==> config.mk <==
export PLATFORM = sky130hd
export DESIGN_NAME = loopback_mux_sipo
export DESIGN_NICKNAME = d
export VERILOG_FILES = /design/src/rtl/loopback_mux_sipo.sv
export SDC_FILE = /design/constraint.sdc
export NUM_CORES = 1
export LEC_CHECK = 0
export ABC_CLOCK_PERIOD_IN_PS = 1830
export BUFFER_PORTS_ARGS = -buffer_cell sky130_fd_sc_hd__buf_2
export CAP_MARGIN = 20
export CORE_UTILIZATION = 37
export DETAILED_ROUTE_END_ITERATION = 8
export PLACE_DENSITY = 0.7
export SLEW_MARGIN = 5
export SYNTH_ARGS = -nofsm -noshare
export SYNTH_HDL_FRONTEND = slang
export SYNTH_SLANG_ARGS = --single-unit
==> constraint.sdc <==
create_clock -name clk -period 1.83 [get_ports clk]
set_clock_uncertainty 0.15 [all_clocks]
set_input_delay 0.0915 -clock clk [delete_from_list [all_inputs] [get_ports clk]]
set_output_delay 0.0915 -clock clk [all_outputs]
set_load 0.05 [all_outputs]
==> src/rtl/loopback_mux_sipo.sv <==
// loopback_mux_sipo: registered multi-lane selector between line receive data and
// PISO loopback data feeding the SIPO. EWRAP is synchronized internally and every
// change of source is separated by GUARD idle bit-times.
// Optional build macro: LOOPBACK_MUX_SIPO_PRBS_EN adds prbs_sel and a PRBS7 source.
module loopback_mux_sipo #(
  parameter int   LANES       = 1,
  parameter int   SYNC_STAGES = 2,
  parameter int   GUARD       = 10,
  parameter logic IDLE_BIT    = 1'b0
) (
  input  logic             clk,
  input  logic             reset,
  input  logic [LANES-1:0] serial_sipo,
  input  logic [LANES-1:0] PMD_UNITDATA_indication,
  input  logic             EWRAP,
`ifdef LOOPBACK_MUX_SIPO_PRBS_EN
  input  logic             prbs_sel,
`endif
  output logic [LANES-1:0] mux_sipo_out,
  output logic             wrap_active,
  output logic             switching,
  output logic [7:0]       sel_change_cnt
);

  localparam int CW = $clog2(GUARD + 1);
  localparam logic [CW-1:0] GUARD_LOAD = CW'(GUARD - 1);
  localparam logic [CW-1:0] CNT_ONE    = CW'(1);

  typedef enum logic [1:0] {LINE, G2WRAP, WRAP, G2LINE} state_t;

  state_t                 state_reg, state_next;
  logic [CW-1:0]          cnt_reg, cnt_next;
  logic                   guard_done;
  logic [SYNC_STAGES-1:0] sync_reg;
  logic                   ewrap_s;
  logic [LANES-1:0]       data_next;
  logic                   sel_line, sel_wrap;

  assign ewrap_s = sync_reg[SYNC_STAGES-1];

  // EWRAP synchronizer chain; the last stage is the only one the FSM looks at
  always_ff @(posedge clk or negedge reset) begin
    if (!reset) sync_reg <= '0;
    else        sync_reg <= {sync_reg[SYNC_STAGES-2:0], EWRAP};
  end

  // State and guard counter registers
  always_ff @(posedge clk or negedge reset) begin
    if (!reset) begin
      state_reg <= LINE;
      cnt_reg   <= '0;
    end else begin
      state_reg <= state_next;
      cnt_reg   <= cnt_next;
    end
  end

  // Next-state logic; a reversal mid-guard restarts a full guard toward the new side
  always_comb begin
    state_next = state_reg;
    cnt_next   = cnt_reg;
    guard_done = 1'b0;
    case (state_reg)
      LINE: begin
        if (ewrap_s) begin
          state_next = G2WRAP;
          cnt_next   = GUARD_LOAD;
        end
      end
      G2WRAP: begin
        if (!ewrap_s) begin
          state_next = G2LINE;
          cnt_next   = GUARD_LOAD;
        end else if (cnt_reg == '0) begin
          state_next = WRAP;
          guard_done = 1'b1;
        end else begin
          cnt_next = cnt_reg - CNT_ONE;
        end
      end
      WRAP: begin
        if (!ewrap_s) begin
          state_next = G2LINE;
          cnt_next   = GUARD_LOAD;
        end
      end
      G2LINE: begin
        if (ewrap_s) begin
          state_next = G2WRAP;
          cnt_next   = GUARD_LOAD;
        end else if (cnt_reg == '0) begin
          state_next = LINE;
          guard_done = 1'b1;
        end else begin
          cnt_next = cnt_reg - CNT_ONE;
        end
      end
      default: state_next = LINE;
    endcase
  end

  assign sel_line = (state_next == LINE);
  assign sel_wrap = (state_next == WRAP);

`ifdef LOOPBACK_MUX_SIPO_PRBS_EN
  logic [6:0] prbs_reg;
  logic       prbs_on;

  // Free-running PRBS7 (x^7+x^6+1), independent of the selection state
  always_ff @(posedge clk or negedge reset) begin
    if (!reset) prbs_reg <= 7'h7F;
    else        prbs_reg <= {prbs_reg[5:0], prbs_reg[6] ^ prbs_reg[5]};
  end

  assign prbs_on = prbs_sel & (sel_line | sel_wrap);
`endif

  // Per-lane source select; guard states force the idle value on every lane at once
  for (genvar gi = 0; gi < LANES; gi++) begin : g_lane
`ifdef LOOPBACK_MUX_SIPO_PRBS_EN
    assign data_next[gi] = prbs_on  ? prbs_reg[6] :
                           sel_line ? PMD_UNITDATA_indication[gi] :
                           sel_wrap ? serial_sipo[gi] : IDLE_BIT;
`else
    assign data_next[gi] = sel_line ? PMD_UNITDATA_indication[gi] :
                           sel_wrap ? serial_sipo[gi] : IDLE_BIT;
`endif
  end

  // Output registers, driven from the next state so data latency is one cycle
  always_ff @(posedge clk or negedge reset) begin
    if (!reset) begin
      mux_sipo_out   <= {LANES{IDLE_BIT}};
      wrap_active    <= 1'b0;
      switching      <= 1'b0;
      sel_change_cnt <= 8'd0;
    end else begin
      mux_sipo_out <= data_next;
      wrap_active  <= sel_wrap;
      switching    <= (state_next == G2WRAP) || (state_next == G2LINE);
      if (guard_done && (sel_change_cnt != 8'hFF))
        sel_change_cnt <= sel_change_cnt + 8'd1;
    end
  end

endmodule

# == After elaboration in Yosys (flattened, before gate mapping) ==
# Cells that the tools add are included.
# totals
out_inout_bits,11
input_bits,5
ff_bits,19
word_cells,43
# classes
add_sub_neg,2
n_mux,19
n_reduce_logical,6
eq_ne,9
# ops
cell,n
$mux 4,5
$pmux 4 s4,1
$mux 2,6
$add 8x1->8 const B,1
$eq 2x2->1 const B,4
$ne 8x8->1 const B,1
$pmux 2 s4,1
$mux 1,5
$eq 2x1->1 const B,2
$logic_not 2->1,2
$logic_not 4->1,1
$ne 2x2->1 const B,2
$sub 4x1->4 const B,1
$pmux 1 s2,1
$reduce_and 2->1,1
$logic_and 1x1->1,1
$logic_or 1x1->1,1

# == Longest topological paths before layout ==
# Gate-level depths: netlist (run 1).
# logic_depth
ltp_word,7
depth_mapped,7
ltp_nobuf,6

# == Least setup slack after synthesis (run 1) ==
# OpenSTA, ideal clock, no wires.
# synth_timing
path_kind,flip-flop to flip-flop
startpoint,register sel_change_cnt[0]
endpoint,register sel_change_cnt[1]
path_buffers,0
setup_time_ns,0.125
stages_incl_launch_ff,5
period_less_slack_ns,2.074
t_arrival_ns,1.799
t_required_ns,1.555
path_slack_ns,-0.244
path_cell_list,dfrtp_1 -> ha_1 -> nand3_1 -> o2111ai_2 -> mux2_2
# synth_via
elab_chain_cells,2
word_cells_on_any_way,3
classes_between,add/sub (1); eq/ne (1); reduce/logical (1)
# synth_lines
element,line,source
from (decl),22,output logic [7:0] sel_change_cnt
from (signal assigned),142,sel_change_cnt <= sel_change_cnt + 8'd1;
branches (longest 2 deep; another with $add 8x1->8),n/a,
# Several ways; the timed one is not identified.
# A chain may end at the register's enable or synchronous reset.

# == Worst setup path after layout (run 1) ==
# layout_timing
startpoint,register cnt_reg[0]
endpoint,register cnt_reg[1]
# layout_via
elab_chain_cells,4
word_cells_on_any_way,6
classes_between,add/sub (1); mux (4); reduce/logical (1)
# layout_lines
element,line,source
from (decl),32,"logic [CW-1:0] cnt_reg, cnt_next;"
from (signal assigned),54,cnt_reg <= cnt_next;
$sub 4x1->4 or $logic_not 4->1 (tied branches),n/a,
$mux 4 *,"74, 91",
"$mux 4, on equally long branches","88, 71",
$pmux 4 s4 *,63,case (state_reg)
# Mark *: on every way between the ends. The rest lies on a longest branch, timed or not.

==> impl_results.md, run 1 <==
- Critical Path Stages: 5
- Global Route Usage Sum: 16.0%
- CP cell instances: inv_1, ha_4, or3b_2, a211o_1, o31ai_1
- Vias per cell: 5.19
- Status: complete, no violations
- Seq/Total Area, Yosys: around 50%
- CTS root buf: clkbuf_4
- Simple-gate portion of the synthesized area: between 20% and 30%
- CP Class: register to register
- Ratio of cells with drive above 1 in the final layout: 36.4%
- WP data arrival: 1.85 ns
- Synth Cell Area: 947 um^2
- Die span in y: 52.6 um
- FILL cells: 221
- Final cell count without fillers: about 150
- Clock Path Buffers: 2
- Crit path max-delay family: simple AND/OR/NAND/NOR gates
- Worst flop-to-flop path endpoint: cnt_reg[1]$_DFFE_PN0P_
- Placed cells: 140
- Largest net degree at the start of global routing: 20
- Io pins: 16
- Final Max Tran Viols: 0
- TritonRoute pass-1 iters: 4
- FF+latch area: 478 um^2
- TritonCTS buffer count: 3
- Die ar.: around 2800 um^2
- Final hold violation count: 0
- DP HPWL: 1.40 mm
- Core Box Area: approximately 2300 um^2
- Post-Syn Instances: approximately 90
- Initial core utilization: 40.9%
- Fin crit period: between 1.5 and 2 ns
- R2r startpoint: cnt_reg[0]$_DFFE_PN0P_
- DR WL/cell: 13.1 um
- CTS H-tree lvls: 1
- Routed WL: 1.95 mm
- Routed vias: around 770
- PD cells: roughly 1200 nW/um^2
- Multi-input combinational cell area: 478 um^2
- CP max stage delay: 0.50 ns
- Tcrit/Tclk final: ~98%
- Peak Freq: 559 MHz
- Multiplexer area fraction after synthesis: 5.55%
- Crit path launch type: register
- Antenna violations before repair: 0
- CP Buf/Inv Count: 1
- Crit Path Max Fanout: 4
- Vias in the first global route: 764
- Clk_lat worst skew: 0.30 ns
- Critical Path RT: 1.89 ns
- Max-Slew Margin vs Limit: between 70% and 80%
- Routability Congestion: 0.760
- Leakage Power: roughly 0.56 nW
- CTS tree: yes
- Largest family of logic cells by synthesized area: simple AND/OR/NAND/NOR gates
- Max capacitance violation total: 0
- CP Capture Type: register
- Post-Syn Area per Cell: 10.6 um^2
- Synth Area in Adders: 2.64%
- Total power: about 0.0015 W
- Compound-Gate Fraction of Synth Area: a little over an eighth
- CP max-delay cell: or3b_2
- Syn Nets: 96
- Final setup viols: 0
- Worst vdd ir: 0.942 mV
- Port bufs: 15
- Reg-to-reg slack, setup: around 0.041 ns
- Residual DRC: 0
- Clock Pin Slew Worst Setup and Hold Paths: between 0.1 and 0.15 ns
- Tightest Pin Transition: 0.428 ns
- Synth Area in XOR/XNOR: 3.57%
- Overflow after GRT: 0
- Synth-to-layout area growth: 32.5%
- Max reg flops: 8
- FF+latch count, synth: 19
- Num rows: 17
- Nets: ~130
- Antenna Nets Post-Route: 0
- CTS sink cnt: 19
- # diodes: 0
- Iteration-0 DRC Markers: 15
- Synth warnings: 0
- Worst min-delay path category: input pin to asynchronous set/reset pin
- First-pass GRT wire length: 3.22 mm
- Die extent in x: approximately 53 um
- FF-to-FF path depth: 5
- Setup TNS: 0 ns
- Yosys cell types: 35
cell usage in the layout (no fill, tap or decap), types with 2 or more instances in the layout:
cell type / Yosys / final
dfrtp_1: 19 / 17
buf_2: 0 / 15
buf_4: 0 / 10
nor2_1: 8 / 8
inv_1: 7 / 6
a21oi_1: 5 / 5
nand2_1: 5 / 5
nand3_1: 5 / 4
dlygate4sd3_1: 0 / 4
mux2i_1: 3 / 3
o21ai_0: 3 / 3
clkbuf_4: 0 / 3
o21a_1: 2 / 2
o31ai_1: 2 / 2
nor3_2: 1 / 2
nand4_1: 2 / 2
nor3_1: 3 / 2
a31oi_1: 2 / 2
dfrtp_2: 0 / 2
per-stage QoR:
step / cell area [um^2] / utilization [%] / hold slack [ns] / worst slack, ns
6_report: 1250 / 54.1 / 0.108 / 0.0413
5_1_grt: 1250 / 54.1 / 0.154 / -0.00776
4_1_cts: 1210 / 52.2 / 0.108 / 0.000653
3_5_place_dp: 1140 / 49.2 / -0.0978 / 0.0207
3_3_place_gp: 1140 / 49.2 / -0.0969 / 0.0752
2_1_floorplan: 957 / - / -0.354 / -0.0153
cells by family after synthesis:
| logic type | after synthesis |
|---|---|
| AO/OA/AOI/OAI | 18 |
| XOR/XNOR | 3 |
| buffers and inverters | 9 |
| adder cells (fa/ha/maj) | 2 |
| multiplexers | 5 |
| flip-flops | 19 |
| AND/OR/NAND/NOR | 33 |
synth_stat cells:
library cell	n	area [um^2]
nor3_1	3	15.0
nand4bb_1	1	11.3
o21ai_0	3	15.0
nand3b_1	1	7.51
nor3b_1	1	7.51
a41oi_1	1	8.76
o31ai_1	2	15.0
or3_1	1	6.26
or3b_2	1	8.76
xor2_1	1	8.76
nand3_1	5	25.0
mux2_1	1	11.3
nand4_1	2	12.5
o21a_1	2	15.0
o22a_1	1	8.76
mux2_2	1	11.3
xor2_2	1	16.3
mux2i_1	3	30.0
nor3_2	1	10.0
nor2_1	8	30.0
o2111ai_2	1	15.0
buf_6	1	11.3
clkbuf_1	1	3.75
dfrtp_1	19	475
a211o_1	1	8.76
or2b_1	1	7.51
a31oi_1	2	12.5
inv_1	7	26.3
ha_1	2	25.0
a21oi_1	5	25.0
and2_1	1	6.26
nand4_4	1	21.3
and2b_1	1	7.51
nand2_1	5	18.8
xnor2_1	1	8.76
what timing repair did:
item / in CTS / in global routing
hold buffers: 4 / 0
setup buffers: 0 / 1
pin swaps: 0 / 2
resized for setup: 1 / 6
hold endpoints to repair: 21 / 0
endpoints found under the setup margin: 1 / 4
how the worst max path moves through the flow:
stage / start / to / slack, ns
finish: cnt_reg[0]$_DFFE_PN0P_ / cnt_reg[1]$_DFFE_PN0P_ / 0.04
global route: cnt_reg[0]$_DFFE_PN0P_ / cnt_reg[1]$_DFFE_PN0P_ / -0.008
CTS: cnt_reg[1]$_DFFE_PN0P_ / sel_change_cnt[6]$_DFFE_PN0P_ / 0.0007
detailed placement: cnt_reg[1]$_DFFE_PN0P_ / sel_change_cnt[6]$_DFFE_PN0P_ / 0.02
global placement: cnt_reg[1]$_DFFE_PN0P_ / sel_change_cnt[6]$_DFFE_PN0P_ / 0.08
floorplan: sel_change_cnt[0]$_DFFE_PN0P_ / sel_change_cnt[1]$_DFFE_PN0P_ / -0.02
power breakdown:
group | switching, W | internal, W
clock network | 0.000130 | 0.0000814
registers | 0.0000931 | 0.000512
logic | 0.000408 | 0.000323
cell type report:
class,count,share of cell area [%]
Sequential cell,19,38.1
Timing Repair Buffer,30,16.7
Inverter,7,2.09
Tap cell,28,2.79
Clock inverter,1,0.399
Clock buffer,3,1.79
Multi-Input combinational cell,61,38.1
metal layers:
layer | share of wire, % | track usage (%) | wire (um)
met1 | 43 | 19.1 | 840
met2 | 53 | 28.3 | 1030
met3 | 3.6 | 4.35 | 71
met4 | 0.51 | 3.95 | 10
met5 | 0 | 0 | 0
worst register-to-register path, cell delays in order, from the launching register on:
cell     delay (ns)
dfrtp_1        0.40
inv_1          0.10
ha_4           0.16
or3b_2         0.50
a211o_1        0.32
o31ai_1        0.07
(Power assumes the default switching activity.)
==> run 2: changes to the inputs <==
--- a/config.mk
+++ b/config.mk
@@ -8,6 +8,7 @@
 export ABC_CLOCK_PERIOD_IN_PS = 1830
 export BUFFER_PORTS_ARGS = -buffer_cell sky130_fd_sc_hd__buf_2
 export CAP_MARGIN = 20
+export CORE_ASPECT_RATIO = 1.2
 export CORE_UTILIZATION = 37
 export DETAILED_ROUTE_END_ITERATION = 8
 export PLACE_DENSITY = 0.7
==> impl_results.md, run 2 (same netlist as run 1, synthesis figures left out) <==
- Status: complete, no violations
- Io pins: 16 (unchanged)
- Critical Path RT: 1.88 ns (about the same)
- Clock Pin Slew Worst Setup and Hold Paths: 0.11 ns (about the same)
- Final Max Tran Viols: 0 (unchanged)
- # diodes: 0 (unchanged)
- Worst min-delay path category: input pin to asynchronous set/reset pin
- Reg-to-reg slack, setup: 0.06 ns (+0.02 ns)
- TritonRoute pass-1 iters: 4 (unchanged)
- Vias in the first global route: 718 (-6.0%)
- FF-to-FF path depth: 5 (unchanged)
- Int Power: 0.000893 W (-2.6%)
- Tightest Pin Transition: 0.426 ns (-0.00130 ns)
- Total power: 0.00152 W (-1.7%)
- WP data arrival: 1.82 ns (-0.03 ns)
- CTS tree: yes
- Global Route Usage Sum: 14.8% (-1.2 points)
- CP Class: register to register
- Part of the power in combinational logic: 46.1% (-1.2 points)
- Initial core utilization: 40.2% (-0.61 points)
- CTS root buf: clkbuf_4
- Sequential share of power: 40.1% (+1.0 points)
- Max-Slew Margin vs Limit: 71.6% (+0.087 points)
- Routed vias: 779 (+0.65%)
- Antenna violations before repair: 0 (unchanged)
- Clock network power share: 13.8% (about the same)
- CTS sink cnt: 19 (unchanged)
- Residual DRC: 0 (unchanged)
- R2r startpoint: cnt_reg[1]$_DFFE_PN0P_
- Max reg flops: 8 (unchanged)
- Port bufs: 15 (unchanged)
- Vias per cell: 5.19 (about the same)
- Worst vdd ir: 0.632 mV (-33%)
- Tcrit/Tclk final: 96.8% (-0.96 points)
- Setup TNS: 0 ns (unchanged)
- PD cells: 1240 nW/um^2 (+0.83%)
- Placed cells: 141 (+0.71%)
- Die extent in x: 48.2 um (-8.4%)
- DP HPWL: 1.34 mm (-4.1%)
- Clk_lat worst skew: 0.29 ns (about the same)
- Overflow after GRT: 0 (unchanged)
- Clock Path Buffers: 2 (unchanged)
- Num rows: 19 (+2)
- Routability Congestion: 0.796 (+4.7%)
- Peak Freq: 565 MHz (+0.99%)
- Ratio of cells with drive above 1 in the final layout: 37.0% (+0.61 points)
- Commonest cells after routing, fill and taps aside: 17 x dfrtp_1, 15 x buf_2, 9 x buf_4
- First-pass GRT wire length: 2.93 mm (-9.0%)
- Iteration-0 DRC Markers: 5 (-10)
- Final hold violation count: 0 (unchanged)
- Fin crit period: 1.77 ns (-0.0176 ns)
- Routed WL: 1.92 mm (-1.5%)
- CP Capture Type: register
- Worst flop-to-flop path endpoint: cnt_reg[1]$_DFFE_PN0P_
- Setup WS post-layout: 0.0589 ns (+0.0176 ns)
- TritonCTS buffer count: 3 (unchanged)
- P_sw: 0.000629 W (-0.37%)
- Antenna Nets Post-Route: 0 (unchanged)
- Core Box Area: 2350 um^2 (+1.5%)
- Die span in y: 57.4 um (+9.2%)
- DR WL/cell: 12.8 um (-2.1%)
- Die ar.: 2770 um^2 (about the same)
- Nets: 127 (-1.6%)
- Crit Path Max Fanout: 6 (+2)
- CTS H-tree lvls: 1 (unchanged)
- Synth-to-layout area growth: 29.2%
- Max capacitance violation total: 0 (unchanged)
- Leakage Power: 0.547 nW (-2.6%)
- Crit path launch type: register
- Net Sw Frac: 41.3% (+0.54 points)
- Most common cell after layout, fill and taps aside: dfrtp_1
- Final setup viols: 0 (unchanged)
- Final cell count without fillers: 150 (+0.67%)
- Post-Place Worst Slack: -0.0177 ns (-0.0383 ns)
- Largest net degree at the start of global routing: 20 (unchanged)
==> run 2: through the flow <==
| step | hold WS [ns] | utilization [%] | area (um^2) |
|---|---|---|---|
| floorplan | -0.354 | - | 957 |
| global placement | -0.0963 | 47.4 | 1120 |
| detailed placement | -0.0941 | 47.4 | 1120 |
| CTS | 0.119 | 50.6 | 1190 |
| global route | 0.157 | 52.0 | 1220 |
| finish | 0.111 | 52.0 | 1220 |
==> run 2: power by group through the flow <==
stage | registers, W | clock network, W | logic [W]
2_1_floorplan | 0.000751 | 0 | 0.000289
3_5_place_dp | 0.000606 | 0 | 0.000638
6_report | 0.000610 | 0.000210 | 0.000702
5_1_grt | 0.000623 | 0.000239 | 0.000777
3_3_place_gp | 0.000600 | 0 | 0.000619
4_1_cts | 0.000597 | 0.000220 | 0.000655
==> run 2: area by class of cell <==
| type | count | area, um^2 |
|---|---|---|
| Sequential cell | 19 | 478 |
| Tap cell | 31 | 38.8 |
| Clock buffer | 3 | 22.5 |
| Fill cell | 220 | 1130 |
| Clock inverter | 1 | 5.00 |
| Inverter | 7 | 26.3 |
| Timing Repair Buffer | 28 | 183 |
| Multi-Input combinational cell | 61 | 470 |
==> run 2: routing by layer <==
layer	GRT usage [%]	vias up	share of wire, %
met5	0	-	0
met4	5.95	0	1.7
met3	2.85	4	3.7
met2	26.3	22	52
met1	16.2	375	43
li1	-	378	-
==> run 2: repair_timing <==
action,CTS,global route
setup buffers,0,1
resized for setup,2,6
pin swaps,0,2
hold buffers,4,0
hold endpoints to repair,21,0
setup endpoints to repair,3,5
==> run 2: worst max-delay path, stage by stage, from the launching register on <==
cell and delay [ns]:
dfrtp_1 0.42, inv_2 0.09, ha_4 0.16, or3b_2 0.50, a211o_1 0.31, o31ai_1 0.07
==> run 2: worst max-delay path by stage <==
stage	slack, ns	cells after the start	start	to
2_1_floorplan	-0.02	4	sel_change_cnt[0]$_DFFE_PN0P_	sel_change_cnt[1]$_DFFE_PN0P_
3_3_place_gp	0.04	6	cnt_reg[1]$_DFFE_PN0P_	sel_change_cnt[6]$_DFFE_PN0P_
3_5_place_dp	-0.02	6	cnt_reg[1]$_DFFE_PN0P_	sel_change_cnt[6]$_DFFE_PN0P_
4_1_cts	0.0001	6	cnt_reg[1]$_DFFE_PN0P_	sel_change_cnt[6]$_DFFE_PN0P_
5_1_grt	-0.03	6	cnt_reg[1]$_DFFE_PN0P_	sel_change_cnt[6]$_DFFE_PN0P_
6_report	0.06	5	cnt_reg[1]$_DFFE_PN0P_	cnt_reg[1]$_DFFE_PN0P_
==> run 3: changes to the inputs <==
--- a/config.mk
+++ b/config.mk
@@ -8,7 +8,8 @@
 export ABC_CLOCK_PERIOD_IN_PS = 1830
 export BUFFER_PORTS_ARGS = -buffer_cell sky130_fd_sc_hd__buf_2
 export CAP_MARGIN = 20
-export CORE_ASPECT_RATIO = 1.2
+export CORE_ASPECT_RATIO = 0.75
+export CORE_MARGIN = 4
 export CORE_UTILIZATION = 37
 export DETAILED_ROUTE_END_ITERATION = 8
 export PLACE_DENSITY = 0.7
==> impl_results.md, run 3 (same netlist as run 1, synthesis figures left out) <==
- Final hold violation count: 0 (unchanged)
- CTS H-tree lvls: 1 (unchanged)
- Final cell count without fillers: 152 (+1.3%)
- Max-Slew Margin vs Limit: 71.1% (-0.48 points)
- Io pins: 16 (unchanged)
- Crit path launch type: register
- Tcrit/Tclk final: 95.6% (-1.2 points)
- Max reg flops: 8 (unchanged)
- CP Class: register to register
- First-pass GRT wire length: 3.68 mm (+26%)
- TritonCTS buffer count: 3 (unchanged)
- Peak Freq: 572 MHz (+1.3%)
- Tightest Pin Transition: 0.433 ns (+0.00719 ns)
- Overflow after GRT: 0 (unchanged)
- # diodes: 0 (unchanged)
- Int Power: 0.000885 W (-0.92%)
- FF-to-FF path depth: 4 (-1)
- CTS tree: yes
- CP max-delay cell: dfrtp_2
- R2r startpoint: sel_change_cnt[1]$_DFFE_PN0P_
- Routed vias: 778 (-0.13%)
- Synth-to-layout area growth: 31.4%
- Crit Path Max Fanout: 5 (-1)
- Reg-to-reg slack, setup: 0.08 ns (+0.02 ns)
- Most common cell after layout, fill and taps aside: dfrtp_1
- Largest net degree at the start of global routing: 20 (unchanged)
- Antenna violations before repair: 0 (unchanged)
- Final Max Tran Viols: 0 (unchanged)
- CP Capture Type: register
- Iteration-0 DRC Markers: 17 (+12)
- Routability Congestion: 0.788 (-1.0%)
- Sequential share of power: 41.3% (+1.2 points)
- P_sw: 0.000642 W (+2.0%)
- PD cells: 1230 nW/um^2 (-1.4%)
- TritonRoute pass-1 iters: 4 (unchanged)
- CTS root buf: clkbuf_4
- Clock network power share: 14.1% (+0.3 points)
- Antenna Nets Post-Route: 0 (unchanged)
- Core Box Area: 2360 um^2 (+0.48%)
- Clock Pin Slew Worst Setup and Hold Paths: 0.11 ns (about the same)
- Initial core utilization: 40.1% (-0.19 points)
- Residual DRC: 0 (unchanged)
- CP cell instances: ha_2, nand3_1, o2111ai_4, mux2_2
- Vias per cell: 5.12 (-1.4%)
- Ratio of cells with drive above 1 in the final layout: 36.4% (-0.53 points)
- Leakage Power: 0.544 nW (-0.49%)
- Die extent in x: 66.4 um (+38%)
- Clock Path Buffers: 2 (unchanged)
- Placed cells: 143 (+1.4%)
- Part of the power in combinational logic: 44.5% (-1.6 points)
- DP HPWL: 1.44 mm (+7.4%)
- Worst min-delay path category: input pin to asynchronous set/reset pin
- WP data arrival: 1.79 ns (-0.03 ns)
- Commonest cells after routing, fill and taps aside: 17 x dfrtp_1, 15 x buf_2, 8 x nor2_1, 8 x buf_4
- Max capacitance violation total: 0 (unchanged)
- CP max stage delay: 0.43 ns (-0.07 ns)
- Total power: 0.00153 W (+0.30%)
- Status: complete, no violations
- Worst hold-check slack: 0.0949 ns (-0.0162 ns)
- Port bufs: 15 (unchanged)
- Worst flop-to-flop path endpoint: sel_change_cnt[1]$_DFFE_PN0P_
- Vias in the first global route: 787 (+9.6%)
- Num rows: 15 (-4)
- Die span in y: 51.8 um (-9.8%)
- Critical Path RT: 1.88 ns (about the same)
- Clk_lat worst skew: 0.30 ns (about the same)
- Net Sw Frac: 42.1% (+0.72 points)
- Global Route Usage Sum: 14.4% (-0.45 points)
- Worst vdd ir: 0.610 mV (-3.5%)
- CTS sink cnt: 19 (unchanged)
- Setup repair after global routing missed its margin: true
- Final setup viols: 0 (unchanged)
- Fin crit period: 1.75 ns (-0.0222 ns)
- DR WL/cell: 13.4 um (+4.5%)
- Die ar.: 3440 um^2 (+24%)
- Routed WL: 2.03 mm (+5.9%)
- Nets: 126 (-0.79%)
==> run 3: cell types whose count changed in the layout (fill, tap and decap cells not counted), sizes merged <==
cell and delta:
buf -1
==> run 3: worst max path at each step <==
stage | slack (ns) | startpoint | end
floorplan | -0.02 | sel_change_cnt[0]$_DFFE_PN0P_ | sel_change_cnt[1]$_DFFE_PN0P_
global placement | 0.04 | cnt_reg[1]$_DFFE_PN0P_ | sel_change_cnt[6]$_DFFE_PN0P_
detailed placement | -0.06 | cnt_reg[1]$_DFFE_PN0P_ | sel_change_cnt[6]$_DFFE_PN0P_
CTS | 0.03 | cnt_reg[1]$_DFFE_PN0P_ | sel_change_cnt[6]$_DFFE_PN0P_
global route | -0.02 | cnt_reg[1]$_DFFE_PN0P_ | sel_change_cnt[3]$_DFFE_PN0P_
finish | 0.08 | sel_change_cnt[1]$_DFFE_PN0P_ | sel_change_cnt[1]$_DFFE_PN0P_
==> run 3: timing repair <==
| item | 4_1_cts | 5_1_grt |
|---|---|---|
| hold endpoints to repair | 21 | 0 |
| endpoints found under the setup margin | 4 | 7 |
| gates resized for setup | 6 | 5 |
| hold buffers | 4 | 0 |
| buffers inserted | 0 | 1 |
| pin swaps | 1 | 2 |
==> run 3: power groups by stage <==
stage               combinational, W  clock, W  sequential (W)
CTS                         0.000667  0.000224        0.000620
detailed placement          0.000614         0        0.000621
global route                0.000758  0.000238        0.000653
floorplan                   0.000289         0        0.000751
finish                      0.000680  0.000216        0.000631
global placement            0.000588         0        0.000616
==> run 3: through the flow <==
step / setup slack (ns) / setup TNS (ns) / cell area (um^2) / utilization, %
after floorplan: -0.0153 / -0.0153 / 957 / -
after global placement: 0.0384 / 0 / 1110 / 47.0
after detailed placement: -0.0613 / -0.0790 / 1110 / 47.0
after CTS: 0.0276 / 0 / 1220 / 51.6
after global routing: -0.0218 / -0.0218 / 1240 / 52.6
final: 0.0811 / 0 / 1240 / 52.6
==> run 3: cell type report <==
| class | count | area (um^2) |
|---|---|---|
| flip-flops and latches | 19 | 478 |
| fillers | 238 | 1120 |
| inverters | 7 | 26.3 |
| multi-input cells | 61 | 495 |
| clock buffers | 3 | 22.5 |
| clock inverters | 1 | 5.00 |
| well taps | 34 | 42.5 |
| repair buffers | 27 | 175 |
==> run 3: routing by layer <==
| metal | wire length, um | vias up | share of wire [%] | track usage (%) |
|---|---|---|---|---|
| met5 | 0 | - | 0 | 0 |
| met4 | 10 | 0 | 0.49 | 2.36 |
| met3 | 102 | 2 | 5.0 | 5.18 |
| met2 | 979 | 20 | 48 | 22.7 |
| met1 | 941 | 380 | 46 | 19.1 |
| li1 | - | 376 | - | - |
==> run 3: worst max-delay path: cells and delay by family (launching register included) <==
| kind | cells | cell delay (ns) |
|---|---|---|
| flops | 1 | 0.43 |
| mux | 1 | 0.36 |
| compound gates | 1 | 0.31 |
| fa+ha+maj | 1 | 0.21 |
| simple gates | 1 | 0.18 |
